File: config.mk
export PLATFORM = sky130hd
export DESIGN_NAME = alarm_ctrl_flat
export DESIGN_NICKNAME = d
export VERILOG_FILES = /design/src/rtl/alarm_ctrl_if.sv /design/src/rtl/alarm_ctrl.sv /design/src/flat_wrapper.sv
export SDC_FILE = /design/constraint.sdc
export NUM_CORES = 1
export LEC_CHECK = 0
export ABC_AREA = 1
export BUFFER_PORTS_ARGS = -buffer_cell sky130_fd_sc_hd__clkbuf_2
export CORE_AREA = 2 2 71 73
export DETAILED_ROUTE_END_ITERATION = 10
export DIE_AREA = 0 0 73 75
export PLACE_DENSITY_LB_ADDON = 0.15
export SETUP_SLACK_MARGIN = 0.15
export SYNTH_ARGS = -nofsm -noshare
export SYNTH_HDL_FRONTEND = slang
export SYNTH_SLANG_ARGS = --single-unit
File: constraint.sdc
create_clock -name clk -period 1.65 [get_ports clk]
set_clock_uncertainty 0.2 [all_clocks]
set_input_delay 0.165 -clock clk [delete_from_list [all_inputs] [get_ports clk]]
set_output_delay 0.165 -clock clk [all_outputs]
set_load 0.05 [all_outputs]
File: src/rtl/alarm_ctrl_if.sv
// Signal bundle between the clock core and the alarm controller.
// The master side drives the time, the alarm setting, the tick and the user controls.
// The slave side (alarm_ctrl) returns the FSM state and the buzzer drive.
interface alarm_ctrl_if;
    logic       tick_1hz;
    logic [5:0] cur_sec;
    logic [5:0] cur_min;
    logic [4:0] cur_hr;
    logic [5:0] alm_min;
    logic [4:0] alm_hr;
    logic       alarm_en;
    logic       snooze_btn;
    logic       stop_btn;
    logic [1:0] state;
    logic       ringing;
    logic       buzzer;
    logic [3:0] snooze_used;

    modport master (
        output tick_1hz, cur_sec, cur_min, cur_hr, alm_min, alm_hr,
               alarm_en, snooze_btn, stop_btn,
        input  state, ringing, buzzer, snooze_used
    );

    modport slave (
        input  tick_1hz, cur_sec, cur_min, cur_hr, alm_min, alm_hr,
               alarm_en, snooze_btn, stop_btn,
        output state, ringing, buzzer, snooze_used
    );
endinterface

File: src/rtl/alarm_ctrl.sv
// Alarm controller: compares running time with the alarm setting and runs the
// DISABLED / ARMED / RINGING / SNOOZE state machine that drives the buzzer.
// Optional feature macro: ALARM_SNOOZE_LIMIT_EN caps snoozes per alarm event
// at MAX_SNOOZE. Without it, snoozes are unlimited and snooze_used only counts.
module alarm_ctrl #(
    parameter int RING_SEC   = 60,
    parameter int SNOOZE_SEC = 300,
    parameter int MAX_SNOOZE = 3
) (
    input logic        clk,
    input logic        rst,
    alarm_ctrl_if.slave bus
);

    localparam int RING_W = $clog2(RING_SEC);
    localparam int SNZ_W  = $clog2(SNOOZE_SEC);

    localparam logic [RING_W-1:0] RING_LAST = RING_W'(RING_SEC - 1);
    localparam logic [SNZ_W-1:0]  SNZ_LAST  = SNZ_W'(SNOOZE_SEC - 1);
    localparam logic [3:0]        USED_MAX  = 4'hF;

    typedef enum logic [1:0] {
        S_DISABLED = 2'b00,
        S_ARMED    = 2'b01,
        S_RINGING  = 2'b10,
        S_SNOOZE   = 2'b11
    } state_e;

    state_e             state_q, state_d;
    logic               hit;
    logic               hit_q, hit_d;
    logic               match_evt;
    logic [RING_W-1:0]  ring_cnt_q, ring_cnt_d;
    logic [SNZ_W-1:0]   snz_cnt_q, snz_cnt_d;
    logic               buzzer_q, buzzer_d;
    logic [3:0]         snooze_used_q, snooze_used_d;
    logic               snooze_ok;
    logic               ring_done;
    logic               snz_done;
    logic               snooze_req;

    // Time compare: the alarm fires only on second 0 of the programmed minute.
    assign hit = (bus.cur_hr == bus.alm_hr) &&
                 (bus.cur_min == bus.alm_min) &&
                 (bus.cur_sec == 6'd0);

    // A match event is the first cycle of hit; holding hit_q high for the rest
    // of the matching second prevents a re-ring after an early stop.
    assign hit_d     = hit;
    assign match_evt = hit & ~hit_q;

    assign ring_done = (ring_cnt_q == RING_LAST);
    assign snz_done  = (snz_cnt_q == SNZ_LAST);

`ifdef ALARM_SNOOZE_LIMIT_EN
    // Snooze is honoured only while this alarm event still has snoozes left.
    assign snooze_ok = (32'(snooze_used_q) < MAX_SNOOZE);
`else
    // Unlimited snoozes; the limit parameter has no effect in this build.
    logic [31:0] unused_max_snooze;
    assign unused_max_snooze = 32'(MAX_SNOOZE);
    assign snooze_ok         = 1'b1;
`endif

    assign snooze_req = bus.snooze_btn & snooze_ok;

    // State register and datapath registers, cleared asynchronously.
    always_ff @(posedge clk or negedge rst) begin
        if (!rst) begin
            state_q       <= S_DISABLED;
            hit_q         <= 1'b0;
            ring_cnt_q    <= '0;
            snz_cnt_q     <= '0;
            buzzer_q      <= 1'b0;
            snooze_used_q <= '0;
        end else begin
            // NOTE: non-blocking so every flop samples the pre-edge values.
            state_q       <= state_d;
            hit_q         <= hit_d;
            ring_cnt_q    <= ring_cnt_d;
            snz_cnt_q     <= snz_cnt_d;
            buzzer_q      <= buzzer_d;
            snooze_used_q <= snooze_used_d;
        end
    end

    // Next-state logic: disarm wins, then stop, then snooze, then tick timeout.
    always_comb begin
        // NOTE: default first so no path through this block leaves state_d unassigned (no latch).
        state_d = state_q;
        if (!bus.alarm_en) begin
            state_d = S_DISABLED;
        end else begin
            case (state_q)
                S_DISABLED: state_d = S_ARMED;
                S_ARMED: begin
                    if (match_evt) state_d = S_RINGING;
                end
                S_RINGING: begin
                    if (bus.stop_btn)                  state_d = S_ARMED;
                    else if (snooze_req)               state_d = S_SNOOZE;
                    else if (bus.tick_1hz && ring_done) state_d = S_ARMED;
                end
                S_SNOOZE: begin
                    if (bus.stop_btn)                 state_d = S_ARMED;
                    else if (bus.tick_1hz && snz_done) state_d = S_RINGING;
                end
                default: state_d = S_DISABLED;
            endcase
        end
    end

    // Counter, buzzer and snooze bookkeeping, following the same priority.
    always_comb begin
        ring_cnt_d    = ring_cnt_q;
        snz_cnt_d     = snz_cnt_q;
        buzzer_d      = buzzer_q;
        snooze_used_d = snooze_used_q;
        if (!bus.alarm_en) begin
            ring_cnt_d    = '0;
            snz_cnt_d     = '0;
            buzzer_d      = 1'b0;
            snooze_used_d = '0;
        end else begin
            case (state_q)
                S_ARMED: begin
                    if (match_evt) begin
                        ring_cnt_d    = '0;
                        buzzer_d      = 1'b1;
                        snooze_used_d = '0;
                    end
                end
                S_RINGING: begin
                    if (bus.stop_btn) begin
                        buzzer_d = 1'b0;
                    end else if (snooze_req) begin
                        snz_cnt_d = '0;
                        buzzer_d  = 1'b0;
                        if (snooze_used_q != USED_MAX) snooze_used_d = snooze_used_q + 4'd1;
                    end else if (bus.tick_1hz) begin
                        if (ring_done) begin
                            ring_cnt_d = '0;
                            buzzer_d   = 1'b0;
                        end else begin
                            ring_cnt_d = ring_cnt_q + 1'b1;
                            buzzer_d   = ~buzzer_q;
                        end
                    end
                end
                S_SNOOZE: begin
                    if (bus.stop_btn) begin
                        buzzer_d = 1'b0;
                    end else if (bus.tick_1hz) begin
                        if (snz_done) begin
                            snz_cnt_d  = '0;
                            ring_cnt_d = '0;
                            buzzer_d   = 1'b1;
                        end else begin
                            snz_cnt_d = snz_cnt_q + 1'b1;
                        end
                    end
                end
                default: ;
            endcase
        end
    end

    // Outputs straight from registers so the top level sees glitch-free drive.
    always_comb begin
        bus.state       = state_q;
        bus.ringing     = (state_q == S_RINGING);
        bus.buzzer      = buzzer_q;
        bus.snooze_used = snooze_used_q;
    end

endmodule

File: src/flat_wrapper.sv
// flat-port wrapper written by rule: the top's interface ports become plain ports
module alarm_ctrl_flat 
#(
    parameter int RING_SEC   = 60,
    parameter int SNOOZE_SEC = 300,
    parameter int MAX_SNOOZE = 3
)
  (clk, rst, bus_tick_1hz, bus_cur_sec, bus_cur_min, bus_cur_hr, bus_alm_min, bus_alm_hr, bus_alarm_en, bus_snooze_btn, bus_stop_btn, bus_state, bus_ringing, bus_buzzer, bus_snooze_used);
  alarm_ctrl_if bus_i ();
  input logic clk;
  input logic rst;
  input wire logic [$bits(bus_i.tick_1hz)-1:0] bus_tick_1hz;
  input wire logic [$bits(bus_i.cur_sec)-1:0] bus_cur_sec;
  input wire logic [$bits(bus_i.cur_min)-1:0] bus_cur_min;
  input wire logic [$bits(bus_i.cur_hr)-1:0] bus_cur_hr;
  input wire logic [$bits(bus_i.alm_min)-1:0] bus_alm_min;
  input wire logic [$bits(bus_i.alm_hr)-1:0] bus_alm_hr;
  input wire logic [$bits(bus_i.alarm_en)-1:0] bus_alarm_en;
  input wire logic [$bits(bus_i.snooze_btn)-1:0] bus_snooze_btn;
  input wire logic [$bits(bus_i.stop_btn)-1:0] bus_stop_btn;
  output wire logic [$bits(bus_i.state)-1:0] bus_state;
  output wire logic [$bits(bus_i.ringing)-1:0] bus_ringing;
  output wire logic [$bits(bus_i.buzzer)-1:0] bus_buzzer;
  output wire logic [$bits(bus_i.snooze_used)-1:0] bus_snooze_used;
  assign bus_i.tick_1hz = bus_tick_1hz;
  assign bus_i.cur_sec = bus_cur_sec;
  assign bus_i.cur_min = bus_cur_min;
  assign bus_i.cur_hr = bus_cur_hr;
  assign bus_i.alm_min = bus_alm_min;
  assign bus_i.alm_hr = bus_alm_hr;
  assign bus_i.alarm_en = bus_alarm_en;
  assign bus_i.snooze_btn = bus_snooze_btn;
  assign bus_i.stop_btn = bus_stop_btn;
  assign bus_state = bus_i.state;
  assign bus_ringing = bus_i.ringing;
  assign bus_buzzer = bus_i.buzzer;
  assign bus_snooze_used = bus_i.snooze_used;
  alarm_ctrl #(.RING_SEC(RING_SEC), .SNOOZE_SEC(SNOOZE_SEC), .MAX_SNOOZE(MAX_SNOOZE)) u_core (.clk(clk), .rst(rst), .bus(bus_i));
endmodule
==> results of run 1 <==
-- power groups by stage --
stage	clock, uW	combinational, uW	sequential [uW]
after floorplan	0	640	855
after global placement	0	1140	722
after detailed placement	0	1140	725
after CTS	371	1390	709
after global routing	390	1770	724
final	358	1610	714
-- cell type report --
cell class / instances / share of cell area (%)
Clock buffer: 4 / 1.73
Inverter: 54 / 8.45
Multi-Input combinational cell: 207 / 44.1
Sequential cell: 23 / 22.3
Tap cell: 54 / 2.59
Timing Repair Buffer: 79 / 20.8
-- kinds of logic after synthesis --
logic type | synth area share [%]
AOI/OAI and AO/OA | 8.12
xor gates and xnor gates | 0.989
adders and majority gates | 2.12
buffers and inverters | 12.4
DFF | 32.5
and+or+nand+nor | 43.9
-- layer usage --
layer	GRT usage (%)	part of all wire, %
met4	5.56	1.2
met3	2.41	5.9
met1	24.2	48
met5	0	0
met2	27.9	45
-- repair_timing --
item / 4_1_cts / 5_1_grt
hold buffers: 1 / 0
setup endpoints to repair: 24 / 25
pin swaps: 10 / 17
endpoints found under the hold margin: 23 / 0
resized for setup: 23 / 39
setup buffers: 9 / 5
gates cloned: 0 / 0
-- per-stage QoR --
step	total power [uW]	utilization, %	cell area [um^2]	hold WS, ns
5_1_grt	2880	55.9	2610	0.0506
6_report	2680	55.9	2610	0.0252
2_1_floorplan	1500	-	1800	-0.331
3_3_place_gp	1870	47.7	2220	0.00358
4_1_cts	2470	52.3	2440	0.00606
3_5_place_dp	1870	47.7	2220	0.00806
-- registers in the layout, indices dropped and copies added (netlist names) --
register,count
u_core.bus.buzzer,1
u_core.bus.snooze_used,4
u_core.bus.state,2
u_core.hit_q,1
u_core.ring_cnt_q,6
u_core.snz_cnt_q,9
-- layout by cell type, fill, tap and decap left out, types with 2 or more instances in the layout --
master and instances:
a21oi_1 3, a21oi_2 3, buf_4 31, buf_6 6, clkbuf_2 38, clkbuf_8 3
dfrtp_1 19, dfrtp_2 4, ha_2 2, inv_1 46, inv_2 5, nand2_1 83
nand2_2 14, nand2_4 3, nand3_1 19, nand3_2 4, nand3b_1 2, nand4_1 2
nor2_1 29, nor2_2 5, nor2_4 3, nor3_1 3, nor3_2 2, o211ai_1 2
o21ai_0 4, o21ai_1 7, or2_2 2, xnor2_1 2
-- final timing paths --
check | from | endpoint | slack (ns) | depth (start not counted)
min in group asynchronous | rst | u_core.bus.buzzer | 0.24 | 2
hold reg to reg | u_core.bus.buzzer | u_core.bus.buzzer | 0.31 | 2
setup reg to reg | u_core.bus.state[1] | u_core.ring_cnt_q[4] | 0.03 | 8
hold / removal | bus_alm_hr[0] | u_core.hit_q | 0.03 | 4
max in group asynchronous | rst | u_core.bus.snooze_used[0] | 0.57 | 2
setup / recovery | u_core.bus.state[1] | u_core.ring_cnt_q[4] | 0.03 | 8
-- worst max-delay path, cell delays in order, from the launching register on --
cell and delay [ns]:
dfrtp_2 0.49, inv_2 0.06, a21oi_2 0.22, o21ai_1 0.11
o21ai_1 0.10, a21oi_2 0.07, buf_6 0.14, nand3_1 0.07
nand2_1 0.06
==> results.txt, run 1 <==
- Async S/R FF share, synth: 100%
* Unrepaired setup endpoints after global routing: true
- The initial antenna violation count came to 0.
- Number of nets still failing antenna checks after routing: 0
- After floorplanning, the core was sized to cover between 4000 and 5000 um^2.
- Clock tree synthesis inserted a total of 3 buffers.
- The hold violation count in the final report was 0.
- The clock net in this run drives a total of 23 sinks.
- The first global-routing pass estimated 7540 um of wire.
- Net switching power figure: 1170 uW
- Static Leakage: 0.00142 uW
- The min-delay analysis places its worst path in the category input port to flip-flop.
- Number of filler instances in the final layout: 440
- Area grow syn2layout: 47.2%
- nand2_1 is the most common cell in the netlist.
- The flow ran to the end, and the final reports show no timing, DRC or antenna violations.
- Number of distinct library cell variants in the gate-level netlist after synthesis: 29
* Estimated wirelength of the detail-placed design: 3200 um
- Sequential cells were found to cover about 32% of the synthesized design area.
- Clock edge transition at the registers on the reported setup and hold paths: 0.09 ns
- Portion of total power attributed to combinational logic: 60.0%
* Internal power summed over all cells: 1500 uW
- After detailed routing, the number of vias per cell comes to 4.57.
- Prior to clock tree synthesis, the placed netlist has a worst setup slack of 0.0118 ns.
* Cell count after placement: 402
- Root cell of the clock tree: clkbuf_8
- By area the synthesized netlist is led by dfrtp_1 32%, nand2_1 20%, inv_1 11%.
- After synthesis, the mean cell area works out to 6.19 um^2.
- For this block, the routed nets add up to 4310 um of wire.
* Number of maximum-capacitance constraint violations: 0
* Tmin final: 1.62 ns
- Number of diodes: 0
- Critical path required time: 1.61 ns
- Counting instances in the post-synthesis netlist gives the leading cell types as 96 x nand2_1, 50 x inv_1, 34 x nor2_1.
- For the worst setup path, the data arrival time is between 1.5 and 2 ns.
- The number of nets handed over by synthesis was 323.
- The initial utilization of the core area, before any placement, comes to about two fifths.
- The longest clock path from root to sink contains 2 buffers.
- Number of setup violations in the final report: 0
- Die boundary height: 75 um
* Fraction of final layout cells sized beyond drive strength 1: about two fifths
* Top cell type's share of synthesized area: 32.5%
- Clock power frac: 13.4%
- Entering global routing, the biggest net connects 24 pins.
- CTS built an H-tree with a depth of 1.
- Global Route Usage Sum: 17.4%
- Of all nets on the critical path, the largest fanout is 7.
* Non-filler instance count after layout: 421
- Grt ovf: 0
* Relative max-transition margin: 58.6%
- The worst setup path is launched from a flip-flop.
* DIE WIDTH: 73 um
- The final route contains 1923 vias.
- Power per cell area: 1030 nW/um^2
- Final worst path period share: around 98%
- 42 I/O pins were placed.
* CP Class: flip-flop to flip-flop
- Transition time at the pin with the least slew margin: 0.621 ns
* Count of pins over their slew limit: 0
- IO buf count: 41
* Number of placement rows: 25
- Net switching is 43.9% of the power.
- Setup total negative slack on the finished layout was measured at 0 ns.
- After synthesis the cells add up to 1770 um^2.
* Routed wire per std cell: 10.2 um
- Mapped Cells: 286
- The share of total power dissipated in sequential elements is 26.7%.
- In the final layout, the multi-input gates occupy 1150 um^2.
- After detailed routing, the number of remaining DRC violations is 0.
- The later pin in the worst-skew pair is clocked with a latency of 0.26 ns.
* Area leader, netlist: dfrtp_1
- For this run, the leading register cell type out of synthesis is dfrtp_1.
- The synthesized design contains 23 register bits.
- FF+latch area: 581 um^2
- STA classifies the critical path endpoint as a flip-flop.
- Number of enable-type register cells in the synthesized netlist: 0
* Final WS setup: just under 0.03 ns
- In the final design database the tool counted about 410 nets.
* Syn. warnings: 0
- The first routing iteration left between 70 and 80 violations.
- TritonCTS built the clock tree.
- The floorplan step defined a die boundary enclosing ~5500 um^2.
* Via count of the first global-routing pass: approximately 1.8k
- Worst IR Drop VDD: around 0.54 mV
- Derived from the worst setup path, the maximum achievable clock frequency is ~620 MHz.
* Count of TritonRoute iterations in the first routing pass: 4
- Routability congestion estimate: 0.822
(Power assumes the default switching activity.)
==> run 2: changes to the inputs <==
--- a/config.mk
+++ b/config.mk
@@ -7,9 +7,10 @@
 export LEC_CHECK = 0
 export ABC_AREA = 1
 export BUFFER_PORTS_ARGS = -buffer_cell sky130_fd_sc_hd__clkbuf_2
-export CORE_AREA = 2 2 71 73
+export CAP_MARGIN = 20
+export CORE_AREA = 5 5 69 71
 export DETAILED_ROUTE_END_ITERATION = 10
-export DIE_AREA = 0 0 73 75
+export DIE_AREA = 0 0 74 76
 export PLACE_DENSITY_LB_ADDON = 0.15
 export SETUP_SLACK_MARGIN = 0.15
 export SYNTH_ARGS = -nofsm -noshare
==> run 2 against run 1 <==
Compared with the run above: the flow now finishes with violations (setup timing); global-route usage down 0.82 points; critical endpoint is now bus_ringing; flip-flop and latch count unchanged; non-clock buffer count down 3; via count up 2.7%; clock power up 3%; sequential share of layout area up 0.24 points; core utilization up 5.9 points; hold slack worse by 0.0083 ns; first-iteration DRC count up 32%; die area up 2.7%.
==> results.txt, run 2 (synthesis results as in run 1) <==
- The flow ran to the end, but the final reports show violations.
- Violations in the final reports: setup timing
- The number of remaining DRC errors was 0 (unchanged).
- The post-route antenna net violation count came to 0 (unchanged).
- Unrepaired setup endpoints after global routing: true
* Net switching power figure: 1210 uW (+2.7%)
- F_max: 600 MHz (-2.8%)
* Power per cell area: 1060 nW/um^2 (+3.3%)
* Internal power summed over all cells: 1530 uW (+1.9%)
- Global Route Usage Sum: 16.5% (-0.82 points)
- The global routing met3 resource utilization was 2.64% (+0.23 points).
- The endpoint arrival time on the critical path is 1.30 ns (-0.28 ns).
* Number of placement rows: 24 (-4.0%)
- The setup slack on the worst flop-to-flop path came to 0 ns (-0.03 ns).
- The summed negative setup slack over all endpoints was -0.0274 ns (-0.0274 ns).
- TritonCTS clock tree: done
- The source-to-sink clock delay at the later pin of the worst-skew pair is 0.27 ns (about the same).
- The met2 layer usage reported by global route was 25.5% (-2.4 points).
* Vias after detailed routing: 1974 (+2.7%)
- The H-tree depth is 1 (unchanged).
* CP Class: flip-flop to output port
* Vias per cell: 4.73 (+3.6%)
- Count of pins over their slew limit: 0 (unchanged)
- Wire length of the first global-routing pass: 7530 um (-0.19%)
- Kind of start point of the critical path: flip-flop
* Number of maximum-capacitance constraint violations: 0 (unchanged)
- Gate family responsible for the most delay along the worst path: flip-flops
* Max clock buf depth: 2 (unchanged)
- Most Crowded Layer GR: met2
- Core box area: 4170 um^2 (-10%)
- Area grow syn2layout: 45.6%
* Die Outline Area: 5620 um^2 (+2.7%)
- The portion of the clock cycle consumed by the worst path in the final layout is 101% (+2.8 points).
* Number of diodes: 0 (unchanged)
* Count of TritonRoute iterations in the first routing pass: 4 (unchanged)
- Cell depth of the worst flop-to-flop path: 8 (unchanged)
* Critical Path Slowest Stage Cell: dfrtp_2
- The hold violation count in the final report is 0 (unchanged).
* Portion of total power attributed to combinational logic: 60.1% (about the same)
- The biggest fanout along the worst timing path was 8 (+1).
- The path with the worst hold slack has its endpoint at u_core.hit_q.
- Detailed Route WL: 4650 um (+7.9%)
- The TritonCTS buffer count came to 3 (unchanged).
* Number of filler instances in the final layout: 393 (-11%)
* Switching power as a share of total power: 44.1% (+0.20 points)
- The effective utilization at floorplan was 42.4% (+4.4 points).
- The number of global-route vias before repair came to 1751 (-4.1%).
- Sinks on the clock net: 23 (unchanged)
- In this run the critical register-to-register path is captured at u_core.ring_cnt_q[0].
- The tree is rooted in a clkbuf_8.
- In this run the critical register-to-register path is launched from u_core.snz_cnt_q[0].
- The final worst-path setup slack came to -0.0174 ns (-0.0463 ns).
* Routability congestion estimate: 0.814 (-1.0%)
- Clock power frac: 13.5% (about the same)
- The combined buffer and inverter count along the critical path came to 4 (+2).
- The post-route total power came to 2740 uW (+2.2%).
- The chip width came to 74 um (+1.4%).
- Longest individual stage delay on the worst path: 0.51 ns (+0.02 ns)
* NumNets Final: 403 (-0.49%)
- The number of buffers inserted by port buffering is 41 (unchanged).
* Hold Path Origin: bus_alm_hr[0]
- The transition at the pin with the smallest max-transition slack came to 0.609 ns (-0.0111 ns).
- End-of-flow core utilization: 61.8% (+5.9 points)
* Static Leakage: 0.00140 uW (-1.5%)
- The CTS clock-pin slew for the worst setup and hold paths is 0.09 ns (about the same).
- Grt ovf: 0 (unchanged)
* Cell chain of the critical path: buf_6 -> buf_12 -> nand2_8 -> inv_8 -> clkbuf_16
- Reg with most FFs: u_core.snz_cnt_q
- Most used cells in the layout excluding fill and tap cells: 91 x nand2_1, 46 x inv_1, 39 x clkbuf_2, 30 x nor2_1, 27 x buf_4
* Number of antenna violations at the first check in global routing: 0 (unchanged)
* Largest register FFs: 9 (unchanged)
- The tightest min-delay check is of the input port to flip-flop type.
- The post-DP HPWL was 3340 um (+4.2%).
- The worst setup path is captured at an output port.
* Number of ports placed on the die boundary: 42 (unchanged)
* Fraction of power consumed by sequential logic: 26.4% (-0.3 points)
- The fraction of met1 tracks used by global routing came to 23.4% (-0.73 points).
* Critical path required time: 1.28 ns (-0.33 ns)
- Most common cell after layout, fill and taps aside: nand2_1
- The post-layout minimum cycle time came to 1.67 ns (+0.0463 ns).
- The worst supply voltage drop on vdd came to 0.423 mV (-21%).
* Largest net degree at the start of global routing: 24 (unchanged)
* Worst Hold Depth: 4 (unchanged)
* Relative max-transition margin: 59.4% (+0.74 points)
- The die outline height came to 76 um (+1.3%).
- Number of setup violations in the final report: 5 (+5)
* Routed wire per std cell: 11.2 um (+8.9%)
* Starting DRT DRC Count: 103 (+32%)
- The layout cell share with drive strength beyond 1 came to 35.6% (-2.8 points).
[run 2: cell types whose count changed in the layout (fill, tap and decap cells not counted), sizes merged]
cell    previous run  this run
buf               39        35
clkinv             1         2
nand2            101       102
[run 2: routing by layer]
layer	vias to the layer above	share of wire, %	routed length [um]
met5	-	0	0
met4	0	1.6	75
met3	8	4.3	200
met2	34	45	2100
met1	886	49	2280
li1	1046	-	-
[run 2: power by group through the flow]
stage	Clock, uW	Combinational, uW	Sequential [uW]
floorplan	0	640	855
CTS	378	1450	712
global placement	0	1140	732
finish	368	1650	723
global route	407	1760	734
detailed placement	0	1140	733
[run 2: timing repair]
action | 4_1_cts | 5_1_grt
gates cloned | 0 | 1
endpoints found under the hold margin | 23 | 0
pin swaps | 14 | 12
resized for setup | 25 | 28
buffers inserted | 10 | 4
endpoints found under the setup margin | 23 | 25
hold buffers | 1 | 0
[run 2: through the flow]
step | hold slack [ns] | setup slack, ns | instance area, um^2 | instances
floorplan | -0.331 | -0.0689 | 1800 | 286
global placement | 0.00361 | -0.0222 | 2200 | 397
detailed placement | 0.0118 | -0.0512 | 2200 | 397
CTS | 0.00724 | 0.00359 | 2450 | 412
global route | 0.0210 | -0.121 | 2580 | 417
finish | 0.0169 | -0.0174 | 2580 | 417
[run 2: how the worst max path moves through the flow]
stage	from	endpoint	cells after the start	slack, ns
CTS	u_core.snz_cnt_q[0]	u_core.ring_cnt_q[3]	8	0.004
global route	u_core.snz_cnt_q[0]	u_core.ring_cnt_q[3]	8	-0.12
floorplan	u_core.bus.state[1]	u_core.ring_cnt_q[0]	9	-0.07
global placement	u_core.snz_cnt_q[0]	u_core.snz_cnt_q[3]	9	-0.02
detailed placement	u_core.snz_cnt_q[0]	u_core.snz_cnt_q[3]	9	-0.05
finish	u_core.bus.state[1]	bus_ringing	5	-0.02
[run 2: area by class of cell]
type                            count  area (um^2)  area share [%]
Inverter                           54          220            8.54
Sequential cell                    23          581            22.5
Clock buffer                        3         41.3            1.60
Clock inverter                      1         5.00           0.194
Timing Repair Buffer               76          536            20.8
Tap cell                           52         65.1            2.52
Multi-Input combinational cell    208         1130            43.9
[run 2: tightest hold or removal path: stages]
cell      delay (ns)
clkbuf_2        0.09
nand2_1         0.05
nand3_1         0.09
nor4_1          0.06
